[src/rtl/cdce_spi_pkg.sv]
// Shared types and constants for the CDCE62005 SPI responder.
// Holds the command encodings, the word geometry and the register power-on values.
package cdce_spi_pkg;

    localparam int WORD_W = 32;
    localparam int DATA_W = 28;
    localparam int ADDR_W = 4;

    localparam logic [ADDR_W-1:0] CMD_READ   = 4'hE;
    localparam logic [WORD_W-1:0] CMD_EEPROM = 32'h0000001F;

    typedef enum logic [1:0] {
        IDLE,
        SHIFT,
        DECODE
    } state_t;

    // Power-on register contents; indices past the physical map read as zero.
    function automatic logic [DATA_W-1:0] reg_default(input int idx);
        case (idx)
            0:       return 28'h8150310;
            1:       return 28'h8140301;
            2:       return 28'h8140302;
            3:       return 28'h8140303;
            4:       return 28'hEB40314;
            5:       return 28'h101C0BE;
            6:       return 28'h04BE19A;
            7:       return 28'hBD0037F;
            8:       return 28'h20009D9;
            default: return '0;
        endcase
    endfunction

endpackage

[src/rtl/cdce62005_spi_responder_if.sv]
// SPI pin bundle between the CDCE62005 config master and the responder.
interface cdce62005_spi_responder_if;
    logic spi_clk;
    logic spi_mosi;
    logic spi_le;
    logic spi_miso;

    modport master (output spi_clk, output spi_mosi, output spi_le, input spi_miso);
    modport slave  (input spi_clk, input spi_mosi, input spi_le, output spi_miso);
endinterface

[src/rtl/cdce_spi_pin_sync.sv]
// Synchronizer plus single-clock rise/fall detect for one SPI pin.
// RST_VAL is the pin's idle level so reset does not manufacture an edge.
module cdce_spi_pin_sync #(
    parameter int   SYNC_STAGES = 2,
    parameter logic RST_VAL     = 1'b0
) (
    input  logic clk,
    input  logic rst,
    input  logic pin,
    output logic level,
    output logic rise,
    output logic fall
);
    logic [SYNC_STAGES-1:0] sync_q;
    logic                   prev_q;

    always_ff @(posedge clk) begin
        if (rst) begin
            sync_q <= {SYNC_STAGES{RST_VAL}};
            prev_q <= RST_VAL;
        end else begin
            sync_q <= {sync_q[SYNC_STAGES-2:0], pin};
            prev_q <= sync_q[SYNC_STAGES-1];
        end
    end

    assign level = sync_q[SYNC_STAGES-1];
    assign rise  = level & ~prev_q;
    assign fall  = ~level & prev_q;
endmodule

[src/rtl/cdce62005_spi_responder.sv]
// SPI target emulating the CDCE62005 register interface (32-bit LSB-first, LE-framed words).
// Optional EEPROM-copy emulation is enabled by defining CDCE_RSP_EEPROM_EN.
module cdce62005_spi_responder
    import cdce_spi_pkg::*;
#(
    parameter int NUM_REGS           = 9,
    parameter int SYNC_STAGES        = 2,
    parameter int EEPROM_BUSY_CYCLES = 1000
) (
    input  logic                      clk,
    input  logic                      rst,
    cdce62005_spi_responder_if.slave  spi,
    output logic                      reg_wr_stb,
    output logic [ADDR_W-1:0]         reg_wr_addr,
    output logic [DATA_W-1:0]         reg_wr_data,
    input  logic [ADDR_W-1:0]         host_rd_addr,
    output logic [DATA_W-1:0]         host_rd_data,
    output logic                      frame_err,
    output logic                      eeprom_busy
);
    logic sclk_level, sclk_rise, sclk_fall;
    logic le_level, le_rise, le_fall;
    logic mosi_level, mosi_rise, mosi_fall;

    cdce_spi_pin_sync #(.SYNC_STAGES(SYNC_STAGES), .RST_VAL(1'b0)) u_sync_sclk (
        .clk(clk), .rst(rst), .pin(spi.spi_clk),
        .level(sclk_level), .rise(sclk_rise), .fall(sclk_fall)
    );
    cdce_spi_pin_sync #(.SYNC_STAGES(SYNC_STAGES), .RST_VAL(1'b1)) u_sync_le (
        .clk(clk), .rst(rst), .pin(spi.spi_le),
        .level(le_level), .rise(le_rise), .fall(le_fall)
    );
    cdce_spi_pin_sync #(.SYNC_STAGES(SYNC_STAGES), .RST_VAL(1'b0)) u_sync_mosi (
        .clk(clk), .rst(rst), .pin(spi.spi_mosi),
        .level(mosi_level), .rise(mosi_rise), .fall(mosi_fall)
    );

    logic unused_sync;
    assign unused_sync = &{1'b0, sclk_level, le_level, mosi_rise, mosi_fall};

    state_t              state;
    logic [DATA_W-1:0]   regs [NUM_REGS];
    logic [5:0]          bit_cnt;
    logic [WORD_W-1:0]   rx_sr;
    logic [WORD_W-1:0]   tx_sr;
    logic                pending_rd;
    logic                rd_frame;
    logic [ADDR_W-1:0]   rd_addr;
    logic                miso_q;

    logic                frame_start;
    logic                shift_active;
    logic [WORD_W-1:0]   tx_base;
    logic [WORD_W-1:0]   tx_next;
    logic [5:0]          bit_base;
    logic [5:0]          bit_next;

    function automatic logic [DATA_W-1:0] reg_at(input logic [ADDR_W-1:0] a);
        return (32'(a) < NUM_REGS) ? regs[a] : '0;
    endfunction

`ifdef CDCE_RSP_EEPROM_EN
    localparam int BUSY_W = $clog2(EEPROM_BUSY_CYCLES + 1);

    // Shadow array and its valid flag deliberately survive rst, like a real EEPROM.
    logic [DATA_W-1:0]   eeprom [NUM_REGS-1];
    logic                ee_valid;
    logic                busy_q;
    logic [BUSY_W-1:0]   busy_cnt;

    assign eeprom_busy = busy_q;
`else
    assign eeprom_busy = 1'b0;
`endif

    // LE fall is applied first, so an SCLK edge in the same clk acts on the fresh frame.
    always_comb begin
        frame_start  = (state == IDLE) && le_fall;
        shift_active = frame_start || (state == SHIFT);
        tx_base      = tx_sr;
        if (frame_start)
            tx_base = pending_rd ? {reg_at(rd_addr), rd_addr} : '0;
        tx_next  = sclk_fall ? (tx_base >> 1) : tx_base;
        bit_base = frame_start ? 6'd0 : bit_cnt;
        bit_next = (sclk_rise && bit_base != 6'd63) ? bit_base + 6'd1 : bit_base;
    end

    always_ff @(posedge clk) begin
        if (rst) begin
            state       <= IDLE;
            bit_cnt     <= '0;
            rx_sr       <= '0;
            tx_sr       <= '0;
            pending_rd  <= 1'b0;
            rd_frame    <= 1'b0;
            rd_addr     <= '0;
            miso_q      <= 1'b0;
            reg_wr_stb  <= 1'b0;
            reg_wr_addr <= '0;
            reg_wr_data <= '0;
            frame_err   <= 1'b0;
`ifdef CDCE_RSP_EEPROM_EN
            busy_q      <= 1'b0;
            busy_cnt    <= '0;
            for (int i = 0; i < NUM_REGS - 1; i++)
                regs[i] <= ee_valid ? eeprom[i] : reg_default(i);
            regs[NUM_REGS-1] <= reg_default(NUM_REGS - 1);
`else
            for (int i = 0; i < NUM_REGS; i++)
                regs[i] <= reg_default(i);
`endif
        end else begin
            reg_wr_stb <= 1'b0;
            frame_err  <= 1'b0;
`ifdef CDCE_RSP_EEPROM_EN
            if (busy_q) begin
                if (busy_cnt == '0)
                    busy_q <= 1'b0;
                else
                    busy_cnt <= busy_cnt - 1'b1;
            end
`endif
            if (shift_active) begin
                tx_sr   <= tx_next;
                miso_q  <= tx_next[0];
                bit_cnt <= bit_next;
                if (sclk_rise)
                    rx_sr <= {mosi_level, rx_sr[WORD_W-1:1]};
            end

            case (state)
                IDLE: begin
                    if (le_fall) begin
                        state    <= SHIFT;
                        rd_frame <= pending_rd;
                    end
                end
                SHIFT: begin
                    if (le_rise)
                        state <= DECODE;
                end
                DECODE: begin
                    state  <= IDLE;
                    miso_q <= 1'b0;
                    if (bit_cnt != 6'd32) begin
                        frame_err  <= 1'b1;
                        pending_rd <= 1'b0;
                    end else if (rd_frame) begin
                        pending_rd <= 1'b0;
                    end else if (32'(rx_sr[ADDR_W-1:0]) < NUM_REGS) begin
                        if (eeprom_busy) begin
                            frame_err <= 1'b1;
                        end else begin
                            regs[rx_sr[ADDR_W-1:0]] <= rx_sr[WORD_W-1:ADDR_W];
                            reg_wr_stb  <= 1'b1;
                            reg_wr_addr <= rx_sr[ADDR_W-1:0];
                            reg_wr_data <= rx_sr[WORD_W-1:ADDR_W];
                        end
                    end else if (rx_sr[ADDR_W-1:0] == CMD_READ) begin
                        rd_addr    <= rx_sr[7:4];
                        pending_rd <= 1'b1;
                    end else if (rx_sr == CMD_EEPROM) begin
`ifdef CDCE_RSP_EEPROM_EN
                        if (busy_q) begin
                            frame_err <= 1'b1;
                        end else begin
                            for (int i = 0; i < NUM_REGS - 1; i++)
                                eeprom[i] <= regs[i];
                            ee_valid <= 1'b1;
                            busy_q   <= 1'b1;
                            busy_cnt <= BUSY_W'(EEPROM_BUSY_CYCLES - 1);
                        end
`else
                        frame_err <= 1'b1;
`endif
                    end else begin
                        frame_err <= 1'b1;
                    end
                end
                default: state <= IDLE;
            endcase
        end
    end

    assign spi.spi_miso = miso_q;
    assign host_rd_data = reg_at(host_rd_addr);
endmodule

[src/flat_wrapper.sv]
// flat-port wrapper written by rule: the top's interface ports become plain ports
module cdce62005_spi_responder_flat import cdce_spi_pkg::*;
#(
    parameter int NUM_REGS           = 9,
    parameter int SYNC_STAGES        = 2,
    parameter int EEPROM_BUSY_CYCLES = 1000
)
  (clk, rst, reg_wr_stb, reg_wr_addr, reg_wr_data, host_rd_addr, host_rd_data, frame_err, eeprom_busy, spi_spi_clk, spi_spi_mosi, spi_spi_le, spi_spi_miso);
  cdce62005_spi_responder_if spi_i ();
  input  logic clk;
  input  logic rst;
  output logic reg_wr_stb;
  output logic [ADDR_W-1:0] reg_wr_addr;
  output logic [DATA_W-1:0] reg_wr_data;
  input  logic [ADDR_W-1:0] host_rd_addr;
  output logic [DATA_W-1:0] host_rd_data;
  output logic frame_err;
  output logic eeprom_busy;
  input wire logic [$bits(spi_i.spi_clk)-1:0] spi_spi_clk;
  input wire logic [$bits(spi_i.spi_mosi)-1:0] spi_spi_mosi;
  input wire logic [$bits(spi_i.spi_le)-1:0] spi_spi_le;
  output wire logic [$bits(spi_i.spi_miso)-1:0] spi_spi_miso;
  assign spi_i.spi_clk = spi_spi_clk;
  assign spi_i.spi_mosi = spi_spi_mosi;
  assign spi_i.spi_le = spi_spi_le;
  assign spi_spi_miso = spi_i.spi_miso;
  cdce62005_spi_responder #(.NUM_REGS(NUM_REGS), .SYNC_STAGES(SYNC_STAGES), .EEPROM_BUSY_CYCLES(EEPROM_BUSY_CYCLES)) u_core (.clk(clk), .rst(rst), .spi(spi_i), .reg_wr_stb(reg_wr_stb), .reg_wr_addr(reg_wr_addr), .reg_wr_data(reg_wr_data), .host_rd_addr(host_rd_addr), .host_rd_data(host_rd_data), .frame_err(frame_err), .eeprom_busy(eeprom_busy));
endmodule
[config.mk]
export PLATFORM = sky130hd
export DESIGN_NAME = cdce62005_spi_responder_flat
export DESIGN_NICKNAME = d
export VERILOG_FILES = /design/src/rtl/cdce_spi_pkg.sv /design/src/rtl/cdce62005_spi_responder_if.sv /design/src/rtl/cdce_spi_pin_sync.sv /design/src/rtl/cdce62005_spi_responder.sv /design/src/flat_wrapper.sv
export SDC_FILE = /design/constraint.sdc
export NUM_CORES = 1
export LEC_CHECK = 0
export BUFFER_PORTS_ARGS = -buffer_cell sky130_fd_sc_hd__buf_2
export CORE_ASPECT_RATIO = 0.7
export CORE_MARGIN = 3
export CORE_UTILIZATION = 50
export CTS_BUF_LIST = sky130_fd_sc_hd__clkbuf_16
export CTS_CLUSTER_DIAMETER = 40
export CTS_CLUSTER_SIZE = 10
export DETAILED_ROUTE_END_ITERATION = 8
export PLACE_DENSITY = 0.71
export SLEW_MARGIN = 20
export SYNTH_ARGS = -nofsm -noshare
export SYNTH_HDL_FRONTEND = slang
export SYNTH_SLANG_ARGS = --single-unit
[constraint.sdc]
create_clock -name clk -period 3.3 [get_ports clk]
set_input_delay 0 -clock clk [delete_from_list [all_inputs] [get_ports clk]]
set_output_delay 0 -clock clk [all_outputs]
set_load 0.1 [all_outputs]
==> results of run 1 <==
==> stage by stage <==
stage / utilization (%) / worst slack (ns)
global placement: 54.78 / 0.4864
detailed placement: 54.78 / 0.4946
global route: 59.08 / 0.3835
CTS: 59.08 / 0.4840
floorplan: - / 0.5682
finish: 59.08 / 0.4754
==> cell usage in the layout (no fill, tap or decap), types with 10 or more instances in the layout <==
cell type  synthesis  layout
a21oi_1          148     148
a22o_1            13      13
a22oi_1           36      36
and2_1           165     165
and3_1            16      16
buf_12             0      10
buf_2             19      69
buf_4              3      70
clkbuf_16          0      76
conb_1             1     197
dfxtp_1          125     121
edfxtp_1         448     448
inv_1             32      60
mux2_2            30      30
mux2i_1           14      14
mux4_2           141     141
nand2_1          232     232
nand2b_1         145     144
nand3_1           20      20
nor2_1            29      29
nor2b_1           15      15
o21ai_0           14      14
o22ai_1           55      55
or2_2             14      14
==> synth_stat cells (5+ instances only) <==
cell / instances / share of area, %
edfxtp_1: 448 / 52
nand2_1: 232 / 3.3
and2_1: 165 / 4.0
a21oi_1: 148 / 2.8
nand2b_1: 145 / 3.5
mux4_2: 141 / 12
dfxtp_1: 125 / 9.6
clkbuf_1: 111 / 1.6
o22ai_1: 55 / 1.3
a22oi_1: 36 / 1.0
inv_1: 32 / 0.46
mux2_2: 30 / 1.3
nor2_1: 29 / 0.42
buf_1: 23 / 0.33
nand3_1: 20 / 0.38
buf_2: 19 / 0.36
and3_1: 16 / 0.38
nor2b_1: 15 / 0.36
mux2i_1: 14 / 0.54
o21ai_0: 14 / 0.27
or2_2: 14 / 0.34
a22o_1: 13 / 0.44
buf_6: 9 / 0.39
nor3_1: 8 / 0.15
clkbuf_2: 7 / 0.13
a221o_1: 5 / 0.19
==> sequential cells by signal (all words and copies together), names as in the netlist, 2 cells and up, named ones only <==
name,count
u_core.regs,448
u_core.rx_sr,32
u_core.tx_sr,32
u_core.reg_wr_data,28
u_core.bit_cnt,6
u_core.rd_addr,4
u_core.reg_wr_addr,4
u_core.state,2
u_core.u_sync_le.sync_q,2
u_core.u_sync_mosi.sync_q,2
u_core.u_sync_sclk.sync_q,2
==> power groups by stage <==
stage                     clock network [mW]  registers, mW  logic (mW)
after floorplan                            0           8.10       0.664
after global placement                     0           8.13       0.901
after detailed placement                   0           8.14       0.908
after CTS                               7.27           7.99       0.915
after global routing                    7.56           8.01       0.976
final                                   7.17           8.00       0.928
==> final timing paths <==
kind                         startpoint                         end  slack, ns  cells after the start
min                          spi_spi_le  u_core.u_sync_le.sync_q[0]       0.15                      3
max                   u_core.bit_cnt[0]           u_core.regs[2][5]       0.48                      6
min reg2reg  u_core.u_sync_le.sync_q[0]  u_core.u_sync_le.sync_q[1]       0.41                      1
max reg2reg           u_core.bit_cnt[0]           u_core.regs[2][5]       0.48                      6
==> area by class of cell <==
type                       instances  area (um2)  share of cell area, %
clock buffer                      76        1902                  6.298
clock inverter                    45       255.2                 0.8452
inverter                          32       120.1                 0.3978
multi-input combinational       1367        9987                  33.07
sequential                       573       15970                  52.88
tap                              674       843.3                  2.793
timing repair buffer             154        1122                  3.717
==> kinds of logic (layout without fill, tap and decap cells) <==
group / Yosys count / after routing
AND/OR/NAND/NOR: 678 / 678
multiplexers: 185 / 185
XOR/XNOR: 5 / 5
adder cells (fa/ha/maj): 1 / 1
other: 1 / 197
buffers and inverters: 204 / 307
AO/OA/AOI/OAI: 301 / 301
flip-flops: 573 / 573
==> tightest hold or removal path: stages <==
cell           delay, ns
dlygate4sd3_1       0.52
buf_2               0.09
or2_2               0.08
==> layer usage <==
| layer | GRT usage, % | vias up |
|---|---|---|
| met5 | 0 | - |
| met4 | 7.580 | 2 |
| met3 | 7.294 | 138 |
| met2 | 38.36 | 1141 |
| met1 | 40.22 | 8853 |
| li1 | - | 7518 |
==> summary.txt, run 1 <==
Setup path
  • CP Cell Sequence: or4_4 > or3_4 > nor4b_4 > and3b_1 > or2_2 > buf_12
  • Buffers & Inverters on Critical Path: 1
  • Crit start category: flop
  • Worst path slowest cell: or4_4
  • Worst path top cell family by delay: simple AND/OR/NAND/NOR gates
  • Crit path arrival time: between 3 and 4 ns
  • CP max stage delay: ~0.56 ns
  • CP max FO: 16
  • Crit path required time: approximately 3.6 ns
  • CP endpoint kind: flop
  • Crit Path Class: reg -> reg

Routing
  • Number of remaining DRC errors: 0
  • Top routing layer used: met5
  • Detailed-route vias per instance: about 6.0
  • Via count: ~18,000
  • Avg WL per Cell: between 20 and 30 um
  • WL final: ~73 mm
  • Initial DRT Pass Iterations: 5
  • DR WL met3: just under 10 mm
  • Met1 Wirelength: 30.43 mm
  • Met2 wire len: 31.15 mm
  • DRT antenna net count: 0
  • DR iter-0 viols: about 2,500

STA
  • TNS Setup: 0 ns
  • Layout Skew: about 0.018 ns
  • Final hold violation count: 0
  • Slew @ Worst Pin: about 1.1 ns
  • Max-slew violation count: 0
  • Hold_ws: 0.1486 ns
  • Setup violators final: 0
  • RSZ-0062 raised after global routing: no
  • Max_slew headroom: between 20 and 30%
  • Fin crit share: about 86%
  • Min Tclk post-route: 2.825 ns
  • Peak Freq: around 350 MHz

Clocking
  • CTS Buf Count: 72
  • Post-CTS Hold Buffers: 4
  • CTS Buffer Depth: 3
  • CTS Sinks: between 500 and 600
  • Root buffer cell: clkbuf_16
  • PostCTS Resize Cnt: 0
  • Worst-Skew Late Latency: around 0.58 ns
  • CTS tree: yes
  • Post-CTS setup buffers: 0
  • CTS HTree Levels: 3
  • Worst-path clk slew: 0.05 ns

Pwr
  • Comb pwr share: between 5 and 6%
  • Switching part of the total: between 20% and 30%
  • Clk pwr share: about 45%
  • Power Total: approximately 16 mW
  • Reg power frac: roughly half
  • PwrDens: 533.1 nW/um2
  • Internal power: approximately 12 mW
  • Maximum VDD drop: approximately 0.38 mV
  • Leak Pwr: ~11 nW
  • Switch Pwr: 3.655 mW

GRT
  • Initial antenna violation count: 2
  • Grt ovf: 0
  • Global-route wire length before repair: approximately 110 mm
  • GRT Total Usage: between 20% and 30%
  • Number of global-route vias before repair: 16,900
  • Pin count of the biggest net entering global routing: between 60 and 70

Die
  • I/O pins: 73
  • Die height: roughly 200 um
  • Core Region: 51,110 um2
  • Die area: between 50,000 and 60,000 um2
  • Initial Utilization: around half
  • Site Rows: around 70
  • Chip Width: 278.8 um

Finish
  • Final cell count without fillers: roughly 2,900
  • Nets: roughly 2,200
  • Synth-to-layout area growth: 15.90%
  • Antenna cells: 0
  • Share of cells above drive strength 1: between 10% and 20%
  • Fin area: 30,200 um2
  • Filler cell count: 3,983

Placed design
  • Cell Area, Placed: 28,000 um2
  • Detail Placement HPWL: roughly 47 mm
  • Cells after DPL: roughly 2,800
  • RD Place Congestion: ~0.86
  • IO buf count: around 70

Synth
  • Simple-Gate Fraction of Synth Area: between 10% and 20%
  • Ys async rst share: 0%
  • Mux cell area share after synthesis: between 10% and 20%
  • Cells after synthesis: a little under 2,000
  • Syn_area_per_cell: between 10 and 15 um2
  • Post-synthesis sequential area ratio: approximately three fifths
  • Synth Area in Adders: 0.04802%
  • Synth Area in Compound Gates: roughly 7.1%
  • Synth Area in XOR/XNOR: less than 1%
  • Largest family of logic cells by synthesized area: simple AND/OR/NAND/NOR gates
  • Main synth FF type: edfxtp_1
  • Number of enable flip-flop cells after synthesis: 448
  • Ys Warns: 0
  • Flops & latches, synth: around 570
  • Synth unique cells: slightly below 70
  • Synth Cell Area: roughly 26,000 um2

Flow run
  • Max-Cap Viols: 0

Hold path
  • Hold crit path type: in -> reg

Status
  • Run status: finished clean
No activity file was read; power rests on OpenSTA's default activity.
==> inputs of run 2 (changes only) <==
--- a/config.mk
+++ b/config.mk
@@ -6,14 +6,16 @@
 export NUM_CORES = 1
 export LEC_CHECK = 0
 export BUFFER_PORTS_ARGS = -buffer_cell sky130_fd_sc_hd__buf_2
-export CORE_ASPECT_RATIO = 0.7
+export CELL_PAD_IN_SITES_DETAIL_PLACEMENT = 2
+export CELL_PAD_IN_SITES_GLOBAL_PLACEMENT = 2
+export CORE_ASPECT_RATIO = 1.5
 export CORE_MARGIN = 3
-export CORE_UTILIZATION = 50
+export CORE_UTILIZATION = 45
 export CTS_BUF_LIST = sky130_fd_sc_hd__clkbuf_16
 export CTS_CLUSTER_DIAMETER = 40
 export CTS_CLUSTER_SIZE = 10
 export DETAILED_ROUTE_END_ITERATION = 8
-export PLACE_DENSITY = 0.71
+export PLACE_DENSITY = 0.79
 export SLEW_MARGIN = 20
 export SYNTH_ARGS = -nofsm -noshare
 export SYNTH_HDL_FRONTEND = slang
==> run 2 against run 1 <==
Effect of this change:
- combinational power up 9.9%
- final cell count up 4.2%
- critical path depth unchanged
- count of clock-buffer cells in the layout up 10
- fmax down 6.2%
- clock power up 16%
- first-iteration DRC count down 29%
- final area up 1.5%
- total power up 7.8%
- critical path type unchanged
- highest routed layer unchanged
==> summary.txt, run 2 (same netlist as run 1, synthesis figures left out) <==
Hold path
  • Hold Startpoint: spi_spi_le
  • Hold worst-path end: u_core.u_sync_le.sync_q[0]
  • Hold depth: 3
  • Hold crit path type: in -> reg

Setup path
  • FF-to-FF Start: u_core.bit_cnt[0]
  • R2R cell count: 6
  • CP Cell Sequence: or4_4 > or3_4 > nor4b_4 > and2b_1 > or2_2 > buf_4
  • Reg2reg end: u_core.regs[0][26]
  • Worst path slowest cell: or4_4
  • CP max FO: 17
  • Crit path required time: ~3.6 ns
  • Number of cells on the critical path: 6
  • Crit path arrival time: approximately 3.3 ns
  • CP max stage delay: 0.57 ns
  • Reg2reg setup slack: slightly below 0.3 ns
  • CP endpoint kind: flop
  • Crit Path Class: reg -> reg
  • Crit start category: flop
  • Buffers & Inverters on Critical Path: 1
  • Worst path top cell family by delay: simple AND/OR/NAND/NOR gates

STA
  • Setup violators final: 0
  • Final hold violation count: 0
  • Min Tclk post-route: around 3.0 ns
  • TNS Setup: 0 ns
  • RSZ-0062 raised after global routing: no
  • Slew @ Worst Pin: roughly 1.1 ns
  • Layout Skew: 0.02501 ns
  • Fin crit share: about nine tenths
  • Max_slew headroom: between 20% and 30%
  • Peak Freq: around 330 MHz
  • Max-slew violation count: 0
  • Final WS setup: just under 0.3 ns

Routing
  • Via count: 18,870
  • DRT antenna net count: 0
  • Detailed-route vias per instance: between 6 and 7
  • Avg WL per Cell: roughly 35 um
  • WL final: roughly 110 mm
  • Number of remaining DRC errors: 0
  • Initial DRT Pass Iterations: 5
  • DR iter-0 viols: 1,756

Placed design
  • Detail Placement HPWL: between 60 and 70 mm
  • IO buf count: 71
  • Pre-CTS WS: slightly above 0.5 ns
  • RD Place Congestion: 0.8348

Pwr
  • Maximum VDD drop: just under 0.5 mV
  • Leak Pwr: around 11 nW
  • Power Total: 17.36 mW
  • PwrDens: approximately 570 nW/um2

Finish
  • Synth-to-layout area growth: 17.69%
  • Filler cell count: 5,398
  • Largest registers: u_core.regs: 448 flops, u_core.rx_sr: 32 flops, u_core.tx_sr: 32 flops
  • Max reg flops: approximately 450
  • Most frequent cells in the layout: 448 x edfxtp_1, 232 x nand2_1, 197 x conb_1
  • Largest Register: u_core.regs
  • Most common cell after layout, fill and taps aside: edfxtp_1
  • Share of cells above drive strength 1: 20.82%
  • Antenna cells: 0
  • Nets: roughly 2,200

Status
  • Run status: finished clean

GRT
  • Most Crowded Layer GR: met2
  • Global-route wire length before repair: roughly 150 mm
  • GRT Total Usage: between 30% and 40%
  • Met2 usage: between 60% and 70%
  • Grt ovf: 0
  • Met3 usage: 6.489%
  • Met1 Use GR: between 30% and 40%
  • Number of global-route vias before repair: about 21,000
  • Pin count of the biggest net entering global routing: 55
  • Initial antenna violation count: 4

Die
  • Core Region: about 57,000 um2
  • Die area: ~60,000 um2
  • I/O pins: 73
  • Site Rows: 107
  • Die height: ~300 um
  • Chip Width: 202.5 um
  • Initial Utilization: between 40% and 50%

Flow run
  • Max-Cap Viols: 0

Clocking
  • Worst-Skew Late Latency: 0.63 ns
  • CTS Buf Count: just under 80
  • Root buffer cell: clkbuf_16
  • CTS tree: yes
  • Worst-path clk slew: approximately 0.060 ns
  • Post-CTS setup buffers: 0
  • CTS Buffer Depth: 3
  • CTS Sinks: roughly 570
  • CTS HTree Levels: 3
## run 2: cell types whose count changed in the layout (fill, tap and decap cells not counted), sizes merged
cell / change
clkinv: +5
clkbuf: +10
inv: +7
dlygate4sd3: +1
clkinvlp: +4
buf: +7
## run 2: power by group
group	internal [mW]	switching (mW)	total, mW
Combinational	0.251	0.765	1.02
Sequential	7.92	0.108	8.03
Clock	4.85	3.47	8.32
## run 2: worst max-delay path by stage
stage	startpoint	to	slack (ns)
after global placement	u_core.bit_cnt[0]	u_core.regs[0][27]	0.60
after detailed placement	u_core.bit_cnt[0]	u_core.regs[0][25]	0.51
after CTS	u_core.bit_cnt[0]	u_core.regs[0][7]	0.33
final	u_core.bit_cnt[0]	u_core.regs[0][26]	0.29
after floorplan	u_core.state[1]	u_core.bit_cnt[4]	0.57
after global routing	u_core.bit_cnt[0]	u_core.regs[0][7]	0.23
## run 2: worst min-delay path: cells and delay by family
kind | cells | cell delay (ns)
buffers and inverters | 2 | 0.62
and+or+nand+nor | 1 | 0.09
## run 2: routing by layer
metal / share of wire [%] / wire length [um] / vias to the layer above
li1: - / - / 7552
met1: 35 / 36570 / 9903
met2: 52 / 54940 / 1041
met3: 6.9 / 7226 / 371
met4: 6.4 / 6724 / 4
met5: 0.029 / 31 / -
## run 2: timing repair
action / CTS / global route
hold endpoints to repair: 19 / 0
gates resized for setup: 0 / 0
hold buffers: 5 / 0
endpoints found under the setup margin: 0 / 0
## run 2: layout make-up
cell class              instances  area, um2  area share, %
flip-flops and latches        573      15970          52.07
multi-input cells            1367       9996          32.60
clock buffers                  86       2152          7.018
repair buffers                162       1121          3.656
well taps                     763      954.7          3.113
clock inverters                61      352.8          1.151
inverters                      32      120.1         0.3917
## run 2: through the flow
stage	utilization, %	instance area, um2	instances	hold WS [ns]
2_1_floorplan	-	26790	2144	0.1038
3_3_place_gp	49.27	28100	2892	0.1909
3_5_place_dp	49.27	28100	2892	0.1935
4_1_cts	53.75	30660	3044	0.08172
5_1_grt	53.77	30660	3044	0.1325
6_report	53.77	30660	3044	0.1276
